File: src/rtl/uart_hex_formatter.sv
// Formats a captured 32-bit word as "0xHHHHHHHH\r\n" for a byte-addressed UART transmitter.
// Define UART_HEX_LOWERCASE_EN to emit lowercase hex letters instead of uppercase.
module uart_hex_formatter #(
    parameter int DELAY_FRAMES   = 234,
    parameter int HOLDOFF_CYCLES = 262150
) (
    input  logic        clk,
    input  logic        rst_n,
    input  logic        capture,
    input  logic [31:0] value,
    input  logic [3:0]  addr,
    output logic [7:0]  data,
    output logic        uart_enable,
    output logic        busy,
    output logic        overrun
);

    typedef enum logic [2:0] {
        IDLE    = 3'd0,
        CONVERT = 3'd1,
        SEND    = 3'd2,
        DRAIN   = 3'd3,
        HOLDOFF = 3'd4
    } state_t;

    // Last counter value in DRAIN covers the final frame plus one bit of margin.
    localparam logic [23:0] DRAIN_LAST = 24'(11 * DELAY_FRAMES - 1);
    localparam logic [23:0] HOLD_LAST  = 24'(HOLDOFF_CYCLES - 1);

    state_t      state_q;
    logic [23:0] cnt_q;
    logic [23:0] cnt_inc_s;
    logic [2:0]  nib_q;
    logic [31:0] value_q;
    logic [7:0]  hbuf_q [16];
    logic [4:0]  lsb_s;
    logic [3:0]  nibble_s;

    function automatic logic [7:0] hex_ascii(input logic [3:0] n);
        logic [7:0] r;
        if (n < 4'd10) begin
            r = 8'h30 + {4'h0, n};
        end else begin
`ifdef UART_HEX_LOWERCASE_EN
            r = 8'h57 + {4'h0, n};
`else
            r = 8'h37 + {4'h0, n};
`endif
        end
        return r;
    endfunction

    // Nibble selection and saturating counter increment.
    always_comb begin
        lsb_s     = {3'd7 - nib_q, 2'b00};
        nibble_s  = value_q[lsb_s +: 4];
        cnt_inc_s = (cnt_q == 24'hFF_FFFF) ? cnt_q : cnt_q + 24'd1;
    end

    // Main FSM with registered outputs and the message buffer.
    always_ff @(posedge clk or negedge rst_n) begin
        if (!rst_n) begin
            state_q     <= IDLE;
            cnt_q       <= 24'd0;
            nib_q       <= 3'd0;
            value_q     <= 32'd0;
            data        <= 8'h00;
            uart_enable <= 1'b0;
            busy        <= 1'b0;
            overrun     <= 1'b0;
            for (int i = 0; i < 16; i++) begin
                hbuf_q[i] <= 8'h00;
            end
        end else begin
            overrun <= capture && (state_q != IDLE);
            data    <= (addr < 4'd12) ? hbuf_q[addr] : 8'h00;
            case (state_q)
                IDLE: begin
                    if (capture) begin
                        value_q   <= value;
                        hbuf_q[0] <= 8'h30;
                        hbuf_q[1] <= 8'h78;
                        nib_q     <= 3'd0;
                        cnt_q     <= 24'd0;
                        busy      <= 1'b1;
                        state_q   <= CONVERT;
                    end else begin
                        state_q <= IDLE;
                    end
                end
                CONVERT: begin
                    hbuf_q[4'd2 + {1'b0, nib_q}] <= hex_ascii(nibble_s);
                    nib_q <= nib_q + 3'd1;
                    if (nib_q == 3'd7) begin
                        hbuf_q[10] <= 8'h0D;
                        hbuf_q[11] <= 8'h0A;
                        cnt_q      <= 24'd0;
                        state_q    <= SEND;
                    end else begin
                        cnt_q <= cnt_inc_s;
                    end
                end
                SEND: begin
                    uart_enable <= 1'b1;
                    if (addr == 4'd11) begin
                        cnt_q   <= 24'd0;
                        state_q <= DRAIN;
                    end else begin
                        cnt_q <= cnt_inc_s;
                    end
                end
                DRAIN: begin
                    if (cnt_q == DRAIN_LAST) begin
                        uart_enable <= 1'b0;
                        cnt_q       <= 24'd0;
                        state_q     <= HOLDOFF;
                    end else begin
                        cnt_q <= cnt_inc_s;
                    end
                end
                HOLDOFF: begin
                    if (cnt_q == HOLD_LAST) begin
                        busy    <= 1'b0;
                        cnt_q   <= 24'd0;
                        state_q <= IDLE;
                    end else begin
                        cnt_q <= cnt_inc_s;
                    end
                end
                default: begin
                    uart_enable <= 1'b0;
                    busy        <= 1'b0;
                    cnt_q       <= 24'd0;
                    state_q     <= IDLE;
                end
            endcase
        end
    end

endmodule

File: config.mk
export PLATFORM = sky130hd
export DESIGN_NAME = uart_hex_formatter
export DESIGN_NICKNAME = d
export VERILOG_FILES = /design/src/rtl/uart_hex_formatter.sv
export SDC_FILE = /design/constraint.sdc
export NUM_CORES = 1
export LEC_CHECK = 0
export BUFFER_PORTS_ARGS = -buffer_cell sky130_fd_sc_hd__buf_2
export CORE_MARGIN = 5
export CORE_UTILIZATION = 30
export DETAILED_ROUTE_END_ITERATION = 12
export PLACE_DENSITY = 0.44
export SLEW_MARGIN = 20
export SYNTH_ARGS = -nofsm -noshare
export SYNTH_HDL_FRONTEND = slang
export SYNTH_SLANG_ARGS = --single-unit
File: constraint.sdc
create_clock -name clk -period 2.71 [get_ports clk]
set_clock_uncertainty 0.1 [all_clocks]
set_input_delay 0.542 -clock clk [delete_from_list [all_inputs] [get_ports clk]]
set_output_delay 0.542 -clock clk [all_outputs]
set_load 0.05 [all_outputs]
==> flow_summary.ini <==
[detailed_routing]
remaining_drc_errors = 0
initialDrtViolationCount = 404
totalWireLength_mm = 19.9
num_vias = 5696
wl_per_cell_um = 17.5
ant_nets = 0
via_per_inst = 5.00
dr.pass1.iters = 6

[clocking]
clk_pin_slew_worst_paths_ps = 70
cts_setup_buffers = 0
cts_tree = built
clock_sinks = 157
numCtsBuffers = 17
cts.htree.levels = 4
root_buffer = clkbuf_16
clk_latency_ps = 430
clk_path_buf_depth = 2

[placed_design]
dp_cells = 1106
numPortBuffers = 49
place_area_mm2 = 0.00834
gp_congestion = 0.795
hpwl_mm = 14.1

[global_route]
antenna_found_initial = 0
grt-ovfl-total = 0
first_global_vias = 5777
grt_pass1_wl_mm = 32.1
grt_max_degree = 53
gr-usage-all-layers = 0.143

[sta]
period_needed_ps = 2520
holdWs_ps = 201
slew_violations = 0
rsz0062_at_grt = false
max_slew.worst_pin.slew_ps = 604
fmax_mhz = 397
setup_viol = 0
finalCritPeriodShare = 0.930
finalHoldViolCount = 0
tns_ps = 0
slew_headroom = 0.596

[critical_path]
cp.arrival_ps = 2720
crit_chain = buf_12, mux4_2, mux2i_2, ha_2, a21oi_1, a31oi_4, a2bb2oi_1, o21ai_1
end_kind = register
critical_path_class = register to register
crit_slowest_cell = mux4_2
cp.required_ps = 2910
critPathMaxStageDelay_ps = 510
path_max_fanout = 10
start_kind = register

[final_layout]
antenna_cells = 0
n_fill_cell = 2558
multi_input_area_mm2 = 0.00339
area_delta_synth_final_pct = 18.3
seq_area_mm2 = 0.00393
fin_cells = 1139
post-route-cell-area_mm2 = 0.00902
fin_nets = 845
drive_gt1_frac = 0.216

[synth]
seq_area_frac_synth = 0.516
synth_edf_count = 0
yosysWarnings = 0
syn_nets = 795
syn-instance-count = 746
async_flop_share = 1.00
synthDistinctLibCells = 61
synth_area_mm2 = 0.00762
synth-main-ff-cell = dfrtp_1
yosys_register_bits = 157
avgSynthCellArea_um2 = 10.2

[outcome]
status = finished, final reports clean

[floorplan]
pin_count = 50
rows = 58
die_x_um = 169
core_mm2 = 0.0251
start_util = 0.304
die_area_mm2 = 0.0287
die_h_um = 169

[power_and_ir_drop]
powerDensity_mw_per_mm2 = 1140
ir_worst_vdd_uv = 421
leakage_nw = 3.99

[worst_hold_path]
hold_path_class = input port to register

[run]
drv_cap = 0
-- metrics by stage --
| step | setup WS [ps] | power, mW | utilization |
|---|---|---|---|
| global route | 4.28 | 11.0 | 0.359 |
| floorplan | 273 | 6.36 | - |
| global placement | 179 | 7.47 | 0.332 |
| detailed placement | 73.9 | 7.62 | 0.332 |
| CTS | 56.6 | 10.3 | 0.359 |
| finish | 190 | 10.2 | 0.359 |
-- what timing repair did --
item | 4_1_cts | 5_1_grt
hold buffers | 1 | 0
setup endpoints to repair | 0 | 24
hold endpoints to repair | 24 | 0
resized for setup | 0 | 4
-- cell type report --
class                      instances  share of cell area
clock inverter                    14              0.0241
clock buffer                      18              0.0487
multi-input combinational        518               0.376
sequential                       157               0.436
tap                              330              0.0458
timing repair buffer              83              0.0620
inverter                          19             0.00791
-- synthesized netlist by cell type (all sizes together) (7+ instances only) --
master / instances / share of area
nand2: 182 / 0.090
dfrtp: 157 / 0.52
o21ai: 83 / 0.055
clkbuf: 34 / 0.017
nand3: 32 / 0.021
mux4: 29 / 0.086
nor2: 26 / 0.013
buf: 18 / 0.016
inv: 18 / 0.0089
a21oi: 17 / 0.013
o31ai: 17 / 0.019
mux2i: 11 / 0.018
nand4: 11 / 0.0090
ha: 10 / 0.016
o211ai: 10 / 0.0099
mux2: 9 / 0.013
o22ai: 9 / 0.0074
and3: 7 / 0.0059
-- final timing paths --
check | startpoint | end | slack [ps] | cells after the start
max | nib_q[0] | hbuf_q[34] | 190 | 8
min | value[10] | value_q[10] | 200 | 3
max reg2reg | nib_q[0] | hbuf_q[34] | 190 | 8
min reg2reg | value_q[27] | value_q[27] | 370 | 2
max in group asynchronous | rst_n | hbuf_q[113] | 1160 | 3
min in group asynchronous | rst_n | cnt_q[23] | 580 | 2
-- metal layers --
metal,share of wire,track usage,wire (µm),up-vias
met5,0,0,0,-
met4,0.0078,0.0343,155,0
met3,0.039,0.0303,782,11
met2,0.47,0.227,9420,125
met1,0.48,0.201,9560,2809
li1,-,-,-,2751
-- state kept, by name (all words and copies together) (netlist names) --
name	flops
hbuf_q	84
value_q	32
cnt_q	24
data	8
nib_q	3
state_q	3
busy	1
overrun	1
uart_enable	1
-- worst max-delay path, delay by kind of cell (launching register included) --
family	cells	cell delay, ps
AO/OA/AOI/OAI	4	690
adder cells (fa/ha/maj)	1	270
buffers and inverters	1	170
flip-flops	1	450
multiplexers	2	720
-- where the power goes --
part           total (mW)  internal [mW]  switching, mW
logic                4.04           1.59           2.45
clock network        2.68           1.61           1.07
registers            3.52           3.07          0.451
total                10.2           6.27           3.97
-- layout by cell type, fill, tap and decap left out, types with 6 or more instances in the layout --
cell type    n
nand3_1     31
mux2i_1      8
o22ai_1      9
o21ai_1     25
and3_1       6
ha_1         9
clkbuf_16   17
nand4_1     11
dfrtp_1    157
inv_1       18
mux2_2       9
o211ai_1    10
buf_4       29
mux4_2      29
a21oi_1     16
nor2_1      26
o21ai_0     57
o31ai_1     15
nand2_1    181
buf_2       48
-- kinds of logic after synthesis --
family                     count (synthesis)  share of synthesized area
DFF                                      157                      0.516
AOI/OAI and AO/OA                        164                      0.137
and+or+nand+nor                          293                      0.170
xor gates and xnor gates                   1                    0.00213
muxes                                     49                      0.117
buffers and inverters                     71                     0.0417
other                                      1                   0.000492
adders and majority gates                 10                     0.0164
(Power assumes the default switching activity.)
